==> src/rtl/wb_port_arbiter.sv <==
// Writeback port arbiter: shares one register-file write port between the pipeline
// (fixed priority, zero latency) and a small queue of mul/div results.
module wb_port_arbiter #(
    parameter int DEPTH        = 2,
    parameter int STARVE_LIMIT = 4
) (
    input  logic        clk,
    input  logic        reset,
    input  logic        MEM_WB_RegWrite,
    input  logic [4:0]  MEM_WB_Rd,
    input  logic [31:0] MEM_WB_write_data,
    input  logic        MD_valid,
    input  logic [4:0]  MD_Rd,
    input  logic [31:0] MD_data,
    output logic        MD_ready,
    output logic        RF_RegWrite,
    output logic [4:0]  RF_Rd,
    output logic [31:0] RF_write_data,
    output logic        Starve_stall
);

    localparam int PW = (DEPTH > 1) ? $clog2(DEPTH) : 1;
    localparam int CW = $clog2(DEPTH + 1);
    localparam int SW = $clog2(STARVE_LIMIT + 1);

    logic [PW-1:0]    head_q, head_d, tail_q, tail_d;
    logic [CW-1:0]    count_q, count_d;
    logic [DEPTH-1:0] valid_q, valid_d;
    logic [SW-1:0]    starve_q, starve_d;
    logic             stall_q, stall_d;
    logic [4:0]       rd_mem   [DEPTH];
    logic [31:0]      data_mem [DEPTH];

    logic pipe_active, queue_empty, head_valid, push, pop;

    assign pipe_active = MEM_WB_RegWrite && (MEM_WB_Rd != 5'd0);
    assign queue_empty = (count_q == '0);
    assign head_valid  = !queue_empty && valid_q[head_q];
    assign pop         = !queue_empty && !pipe_active;
    assign MD_ready    = (count_q < CW'(DEPTH));
    assign push        = MD_valid && MD_ready && (MD_Rd != 5'd0);
    assign Starve_stall = stall_q;

    always_comb begin
        // NOTE: every output gets a default first so no path leaves it unassigned (no latch).
        RF_RegWrite   = 1'b0;
        RF_Rd         = 5'd0;
        RF_write_data = 32'd0;
        if (pipe_active) begin
            RF_RegWrite   = 1'b1;
            RF_Rd         = MEM_WB_Rd;
            RF_write_data = MEM_WB_write_data;
        end else if (pop && head_valid) begin
            RF_RegWrite   = 1'b1;
            RF_Rd         = rd_mem[head_q];
            RF_write_data = data_mem[head_q];
        end
    end

    always_comb begin
        valid_d = valid_q;
        head_d  = head_q;
        tail_d  = tail_q;
        // A pipeline write to the same register makes any older queued result stale.
        if (pipe_active) begin
            for (int i = 0; i < DEPTH; i++) begin
                if (rd_mem[i] == MEM_WB_Rd) valid_d[i] = 1'b0;
            end
        end
        if (pop) begin
            valid_d[head_q] = 1'b0;
            head_d          = head_q + PW'(1);
        end
        if (push) begin
            valid_d[tail_q] = !(pipe_active && (MD_Rd == MEM_WB_Rd));
            tail_d          = tail_q + PW'(1);
        end
        count_d = count_q + CW'(push) - CW'(pop);

        starve_d = starve_q;
        if (pop || queue_empty) begin
            starve_d = '0;
        end else if (head_valid && (starve_q != SW'(STARVE_LIMIT))) begin
            starve_d = starve_q + SW'(1);
        end
        stall_d = head_valid && !pop && (starve_q >= SW'(STARVE_LIMIT - 1));
    end

    always_ff @(posedge clk) begin
        // NOTE: sequential state uses non-blocking assignments so all registers update together.
        if (reset) begin
            head_q   <= '0;
            tail_q   <= '0;
            count_q  <= '0;
            valid_q  <= '0;
            starve_q <= '0;
            stall_q  <= 1'b0;
        end else begin
            head_q   <= head_d;
            tail_q   <= tail_d;
            count_q  <= count_d;
            valid_q  <= valid_d;
            starve_q <= starve_d;
            stall_q  <= stall_d;
        end
    end

    // NOTE: payload storage is not reset; the valid bits and count alone decide what is live.
    always_ff @(posedge clk) begin
        if (push) begin
            rd_mem[tail_q]   <= MD_Rd;
            data_mem[tail_q] <= MD_data;
        end
    end

endmodule

==> config.mk <==
export PLATFORM = sky130hd
export DESIGN_NAME = wb_port_arbiter
export DESIGN_NICKNAME = d
export VERILOG_FILES = /design/src/rtl/wb_port_arbiter.sv
export SDC_FILE = /design/constraint.sdc
export NUM_CORES = 1
export LEC_CHECK = 0
export ABC_AREA = 1
export BUFFER_PORTS_ARGS = -buffer_cell sky130_fd_sc_hd__buf_2
export CORE_UTILIZATION = 52
export DETAILED_ROUTE_END_ITERATION = 10
export PLACE_DENSITY_LB_ADDON = 0.05
export SYNTH_ARGS = -nofsm -noshare
export SYNTH_HDL_FRONTEND = slang
export SYNTH_SLANG_ARGS = --single-unit
==> constraint.sdc <==
create_clock -name clk -period 2.3 [get_ports clk]
set_clock_uncertainty 0.1 [all_clocks]
set_input_delay 0.115 -clock clk [delete_from_list [all_inputs] [get_ports clk]]
set_output_delay 0.115 -clock clk [all_outputs]
set_load 0.005 [all_outputs]
Word level (Yosys, flattened, before mapping)
Memories as Yosys holds them, arrays and structs flattened. A register that Yosys moved wholly into a read port is not among the register bits.
Cells that the tools add are included.
Storage, ports and cells
  register bits after elaboration: 10
  bits in writable memories: 74
  output and inout bits: 40
  logic and storage cells: 70
  memories: 2
Operators by class
  add/subtract/negate cells: 5
  $lt $le $gt $ge: 6
  eq/ne operators: 4
  muxes and demuxes: 24
  bitwise gates (word level): 2
  reductions and logical operators: 21
Memories
  data_mem: words 2, width 32, rd ports 1, clocked after memory_dff 1, write ports 1, line 32  | logic [31:0] data_mem [DEPTH];
  rd_mem: words 2, width 5, rd ports 3, clocked after memory_dff 1, write ports 1, line 31  | logic [4:0] rd_mem [DEPTH];
Operators by type and width (number)
  2-to-1 mux 32 bit: 2
  == test 5 bit: 3
  2-to-1 mux 1 bit: 14
  logical AND 1 bit: 12
  2-to-1 mux 5 bit: 2
  nonzero test 5 bit: 2
  2-to-1 mux 2 bit: 3
  logical NOT 1 bit: 4
  less-than comparator 1 x 2 -> 1 bit (second input constant): 2
  adder 3 x 1 -> 3 bit (second input constant): 1
  >= comparator 3 x 2 -> 1 bit (second input constant): 1
  != test 3 bit (second input constant): 1
  adder 1 bit (second input constant): 2
  adder 2 x 1 -> 2 bit: 1
  bitwise AND 2 bit: 1
  bitwise mux 2 bit: 1
  demux 1 bit (select 1 bit): 2
  >= comparator 1 bit (second input constant): 2
  logical NOT 2 bit: 1
  less-than comparator 2 bit (second input constant): 1
  NOT 2 bit: 1
  OR reduction 2 bit: 1
  subtractor 2 x 1 -> 2 bit: 1
  logical OR 1 bit: 1

Depth between registers and ports, before layout
Gate-level depths: netlist of the first run.
  word-level depth: 9
  mapped depth: 12
  depth with buffers taken out: 11

Worst setup path after synthesis of the first run
Ideal clock, no wire load.
  path type: reg2reg
  start point: register count_q[1]
  end point: memory data_mem[0][0], enable pin
  data arrival time: 1.367 ns
  required time: 1.808 ns
  path slack: 0.441 ns
  stages on the path, launching flop included: 4
  clock period less this slack: 1.859 ns
  path through: dfxtp_1 -> nor2_1 -> nand3_1 -> inv_1
Between the ends
  longest elaborated chain between the ends: 5
Ends and longest elaborated chain
  from (decl): line 27  | logic [CW-1:0] count_q, count_d;
  from (signal assigned): line 101  | count_q <= count_d;
  less-than comparator 2 bit: line 40  | assign MD_ready = (count_q < CW'(DEPTH));
  logical AND 1 bit (2 in series): line 41  | assign push = MD_valid && MD_ready && (MD_Rd != 5'd0);
  2-to-1 mux 1 bit: line 110  | if (push) begin
  2-to-1 mux 1 bit (not written as such): line 112  | data_mem[tail_q] <= MD_data;
  to (decl): line 32
No other way between the ends.

Final worst setup path of the first run
  start point: register count_q[1]
  end point: output port RF_Rd[3]
Between the ends
  longest elaborated chain between the ends: 6
  elaborated cells on any way between the ends: 7
  those cells by class: mux: 2; reduce/logical: 5
Ends and longest elaborated chain
  logical NOT 2 bit (*): line 37  | assign queue_empty = (count_q == '0);
  logical NOT 1 bit (*): line 38, 39
  logical AND 1 bit, on equally long branches: line 39, 38
  logical AND 1 bit (*): line 53  | end else if (pop && head_valid) begin
  2-to-1 mux 5 bit (*): line 53
  2-to-1 mux 5 bit (*): line 49  | if (pipe_active) begin
  to (decl): line 17  | output logic [4:0] RF_Rd,
Every way passes the cells marked *; elsewhere a longest branch is shown, timed or not.

==> impl_metrics.toml, run 1 <==
[routing]
first_pass_iters = 4
viasPerCell = 4.89
ant_nets = 0
wl_per_cell_um = 12.8
wirelength_mm = 8.49
drt_iter0_markers = 147
vias = 3244
drc = 0

[sta]
worst_slack_ns = 0.186
max_slew_margin = 0.664
final_max_slew_viol_count = 0
min_period_over_period = 0.919
max_freq_ghz = 0.473
finalHoldViolCount = 0
worst_pin_slew_ns = 0.504
tns_ns = 0
period_minus_slack_ns = 2.11
rsz0062_at_grt = "no"
finalSetupViolations = 0

[power]
vdd_ir_drop_max_mv = 0.585
total_power_uw = 4230
p_per_area_nw_per_um2 = 793
leakagePower_uw = 0.00247

[die]
core_area_um2 = 7370
die_h_um = 90.1
die_x_um = 90.1
dieArea_um2 = 8130
rows = 31
ios = 118
initial_core_util = 0.548

[clock_network]
cts_max_level = 3
path_clk_slew_ns = 0.09
numCtsBuffers = 9
clk_latency_ns = 0.34
ctsResizeCount = 0
clock-sinks = 85
cts_buffer_depth = 2
cts_tree = "built"
cts_root_buf = "clkbuf_8"

[synthesis]
yosysUniqueCellTypes = 25
synth_top_area_cell = "edfxtp_1"
synth_nets = 487
synthAdderAreaFrac = 0.0155
synth_compound_area_frac = 0.100
post_synth_mux_area_share = 0
synth_xor_area_frac = 0.0238
synthSimpleGateAreaFrac = 0.165
syn_area_per_cell_um2 = 10.0
synth_area_leaders = "edfxtp_1, nand2_1, inv_1"
synth_top_area_frac = 0.550
synth-seq-cells = 85
synth_seq_area_share = 0.605
yosys_warnings = 0
synth_top_family_by_area = "simple AND/OR/NAND/NOR gates"
netlist_instances = 404
synthesis.area_um2 = 4040

[worst_setup_path]
worst-path-buf-inv = 2
startpoint_type = "register"
path_max_fanout = 18
cp.required_ns = 2.09
crit_path_end_kind = "output pin"
critPathTopFamily = "simple AND/OR/NAND/NOR gates"
critPathSlowestCell = "dfxtp_1"
crit_path_max_incr_delay_ns = 0.40
worstPathArrival_ns = 1.90
worstPathCellList = "nor2_1 > nor2_1 > o21ai_2 > nor2_8 > buf_12 > o211ai_1 > o21ai_0 > buf_2"
path_class = "register to output pin"
crit_path_frequent_cell = "nor2_1"

[placement]
dpl.hpwl_mm = 5.43
numPortBuffers = 117
dp_slack_ns = 0.364
gp_congestion = 0.916

[cells_and_area]
area_delta_synth_final_pct = 32.0
final_common_cell = "nand2_1"
final_cell_mix = "nand2_1, buf_2, edfxtp_1"
drive_above_1_share = 0.270
n_antenna_cell = 0
layout.nets = 642

[hold_path]
hp-class = "input port to register"

[global_routing]
overflow = 0
grt_use_met3 = 0.0389
grt_pass1_wl_mm = 14.0
grt_pass1_vias = 3174
grt_use_met2 = 0.406
antenna_found_initial = 0
grt_busiest_layer = "met2"
grt_usage = 0.218
grt_max_degree = 57
met1_usage = 0.250

[job]
drv_cap = 0

[status]
status = "complete, no violations"
[where the power goes]
group	switching, uW	internal, uW	leakage (uW)	total, uW
logic	621	399	0.00159	1020
clock network	538	616	0.000107	1150
registers	109	1950	0.000780	2050
[Yosys cell counts]
library cell	instances
a21oi_1	9
buf_12	1
buf_2	7
buf_4	2
buf_6	3
clkbuf_1	4
dfxtp_1	11
edfxtp_1	74
ha_1	5
inv_1	64
inv_4	1
nand2_1	136
nand2_2	1
nand3_1	11
nand3_2	1
nor2_1	16
nor2_2	1
nor2_8	1
o2111ai_1	1
o211ai_1	30
o211ai_2	7
o21ai_0	6
o21ai_2	1
xnor2_1	1
xor2_1	10
[area by class of cell]
class | count | area [um^2]
Inverter | 65 | 246
Sequential cell | 85 | 2440
Timing Repair Buffer | 160 | 1050
Tap cell | 99 | 124
Clock inverter | 7 | 97.6
Clock buffer | 9 | 124
Multi-Input combinational cell | 238 | 1240
Fill cell | 561 | 2040
[metrics by stage]
step                std cells  hold WS (ns)  cell area (um^2)  utilization
global placement          608         0.203              4720        0.640
CTS                       662        0.0893              5320        0.722
floorplan                 404        0.0841              4040            -
global route              663         0.122              5330        0.724
detailed placement        608         0.207              4720        0.640
finish                    663         0.102              5330        0.724
[final timing paths]
check	start	to	slack (ns)	cells after the start
setup / recovery	count_q[1]	RF_Rd[3]	0.19	8
hold reg to reg	tail_q	tail_q	0.38	2
setup reg to reg	count_q[1]	count_q[1]	0.60	8
hold / removal	MD_valid	tail_q	0.10	5
[worst min-delay path: cells and delay by family]
kind / cells / cell delay (ns)
simple gates: 2 / 0.17
compound gates: 1 / 0.08
buf+inv: 2 / 0.13
[routing by layer]
layer / wire, um / part of all wire / up-vias
met4: 109 / 0.013 / 0
li1: - / - / 1637
met3: 405 / 0.048 / 10
met2: 4490 / 0.53 / 96
met1: 3490 / 0.41 / 1501
met5: 0 / 0 / -
[registers in the layout, indices dropped and copies added (netlist names), named ones only]
name / cells
count_q: 2
valid_q: 2
head_q: 1
rd_mem: 10
starve_q: 3
tail_q: 1
data_mem: 64
Starve_stall: 1
[logic make-up (layout without fill, tap and decap cells)]
logic type,Yosys count,in the layout
compound gates,54,54
xor+xnor,11,11
fa+ha+maj,5,5
buf+inv,82,241
flops,85,85
simple gates,167,168
[what timing repair did]
| action | in CTS | in global routing |
|---|---|---|
| hold buffers | 38 | 0 |
| endpoints found under the hold margin | 78 | 0 |
| endpoints found under the setup margin | 0 | 3 |
| setup buffers | 0 | 0 |
No activity file was read; power rests on OpenSTA's default activity.
==> run 2, diff against run 1 <==
--- a/config.mk
+++ b/config.mk
@@ -5,9 +5,10 @@
 export SDC_FILE = /design/constraint.sdc
 export NUM_CORES = 1
 export LEC_CHECK = 0
-export ABC_AREA = 1
+export ABC_AREA = 0
 export BUFFER_PORTS_ARGS = -buffer_cell sky130_fd_sc_hd__buf_2
-export CORE_UTILIZATION = 52
+export CORE_MARGIN = 1.5
+export CORE_UTILIZATION = 51
 export DETAILED_ROUTE_END_ITERATION = 10
 export PLACE_DENSITY_LB_ADDON = 0.05
 export SYNTH_ARGS = -nofsm -noshare
==> impl_metrics.toml, run 2 <==
[status]
status = "complete, no violations"

[worst_setup_path]
path_class = "input port to register"
worstReg2RegEnd = "starve_q[2]"
r2r_cells = 4
crit_path_end_kind = "register"
worstPathArrival_ns = 2.35
cp.required_ns = 2.44
reg2reg_slack_ns = 0.41
startpoint_type = "input port"
timing.rr.start = "head_q"
path_max_fanout = 4

[synthesis]
netlist_instances = 290
synth.most_common_cell = "edfxtp_1"
yosys_warnings = 0
synth_top_area_frac = 0.579
synth_top_area_cell = "edfxtp_1"
syn_area_per_cell_um2 = 13.2
synth_ff_type = "edfxtp_1"
synthArstFlopShare = 0
synth-seq-cells = 85
yosys-top-cells-count = "edfxtp_1, nand2_1, o31ai_1, mux2i_1, clkbuf_1"
synth-edff-count = 74
synthesis.area_um2 = 3840
synth_seq_area_share = 0.637
synth_nets = 373
synth_area_leaders = "edfxtp_1, mux2i_1, o31ai_1"
yosysUniqueCellTypes = 31

[routing]
wirelength_mm = 8.46
first_pass_iters = 4
drc = 0
ant_nets = 0
drt_iter0_markers = 105
viasPerCell = 5.18
vias = 2863
wl_per_cell_um = 15.3

[clock_network]
cts_buffer_depth = 2
cts_max_level = 3
cts_root_buf = "clkbuf_8"
clk_latency_ns = 0.35
cts_tree = "built"
path_clk_slew_ns = 0.08
clock-sinks = 85
numCtsBuffers = 9

[cells_and_area]
reg.largest.list = "data_mem x64, rd_mem x10, starve_q x3"
final_common_cell = "buf_2"
drive_above_1_share = 0.326
top_register = "data_mem"
layout.nets = 533
area_delta_synth_final_pct = 34.6
largest_reg_flops = 64
fin_util = 0.712
n_antenna_cell = 0
multiInputGateArea_um2 = 1310
layout.area.seq_um2 = 2440
final_cell_mix = "buf_2, edfxtp_1, nand2_1"
num-fill-cells = 558

[sta]
max_slew_margin = 0.516
worst_pin_slew_ns = 0.726
period_minus_slack_ns = 2.21
final_max_slew_viol_count = 0
min_period_over_period = 0.960
max_freq_ghz = 0.453
worst_slack_ns = 0.0921
rsz0062_at_grt = "no"
hold_slack_ns = 0.169
finalSetupViolations = 0
finalHoldViolCount = 0
tns_ns = 0

[placement]
dp_slack_ns = 0.151
dpl.hpwl_mm = 5.20
gp_congestion = 0.890
numPortBuffers = 117

[global_routing]
overflow = 0
antenna_found_initial = 0
grt_usage = 0.216
grt_pass1_vias = 2740
grt_pass1_wl_mm = 13.6
grt_max_degree = 74

[hold_path]
holdPathEnd = "starve_q[0]"
hp-class = "input port to register"
hold_depth = 4
hold_path_startpoint = "MEM_WB_RegWrite"

[power]
vdd_ir_drop_max_mv = 0.484
leakagePower_uw = 0.00200
p_per_area_nw_per_um2 = 775

[die]
ios = 118
initial_core_util = 0.529
die_x_um = 89.7
core_area_um2 = 7250
dieArea_um2 = 8050
rows = 31
die_h_um = 89.7

[job]
drv_cap = 0
-- run 2: cell types whose count changed after synthesis, sizes merged, moves of 9 or more --
cell,delta
xnor2,+13
mux2i,+38
buf,-11
o31ai,+39
o211ai,-35
nand3,-9
nor2,-15
nand2,-96
inv,-57
clkbuf,+12
-- run 2: cell type report --
| cell class | count | area share |
|---|---|---|
| inverter | 8 | 0.00582 |
| clock buffer | 10 | 0.0247 |
| timing repair buffer | 166 | 0.209 |
| multi-input combinational | 180 | 0.253 |
| clock inverter | 5 | 0.0102 |
| sequential | 85 | 0.473 |
| tap | 99 | 0.0240 |
-- run 2: cell families after synthesis --
logic type,after synthesis,synth area share
compound gates,57,0.107
xor+xnor,18,0.0411
fa+ha+maj,5,0.0163
buf+inv,26,0.0277
flops,85,0.637
mux,39,0.102
simple gates,60,0.0691
-- run 2: per-layer routing --
metal / track usage / share of wire / vias up
met3: 0.0508 / 0.045 / 7
met1: 0.287 / 0.45 / 1343
met4: 0.0516 / 0.0072 / 0
li1: - / - / 1421
met5: 0 / 0 / -
met2: 0.361 / 0.50 / 92
-- run 2: repair_timing --
item | in CTS | in global routing
endpoints found under the hold margin | 81 | 0
endpoints found under the setup margin | 2 | 3
gates cloned | 1 | 0
buffers inserted | 0 | 0
resized for setup | 0 | 2
hold buffers | 38 | 0
-- run 2: how the worst max path moves through the flow --
stage	startpoint	end	slack [ns]	depth (start not counted)
3_5_place_dp	MEM_WB_Rd[4]	RF_Rd[2]	0.15	6
2_1_floorplan	MEM_WB_Rd[1]	count_q[1]	0.25	10
3_3_place_gp	MEM_WB_Rd[4]	RF_Rd[3]	0.19	6
5_1_grt	MD_Rd[1]	count_q[1]	0.04	10
4_1_cts	MD_Rd[1]	count_q[1]	0.02	10
6_report	MD_Rd[1]	count_q[1]	0.09	10
-- run 2: worst max-delay path: stages --
cell           delay, ns
dlygate4sd3_1       0.53
buf_2               0.15
or4_1               0.59
o21ai_1             0.20
ha_1                0.25
inv_1               0.05
ha_1                0.14
xnor2_1             0.13
xnor2_1             0.13
nor2_1              0.05
-- run 2: power by group --
group          switching, uW  internal (uW)  total [uW]
Clock                    500            491         991
Sequential               106           1900        2000
Combinational            541            464        1010
-- run 2: stage by stage --
step	total power, uW	std cells	instance area, um^2
2_1_floorplan	2580	290	3840
6_report	4000	553	5160
3_5_place_dp	2980	499	4590
5_1_grt	4210	553	5160
3_3_place_gp	2950	499	4590
4_1_cts	4020	553	5160
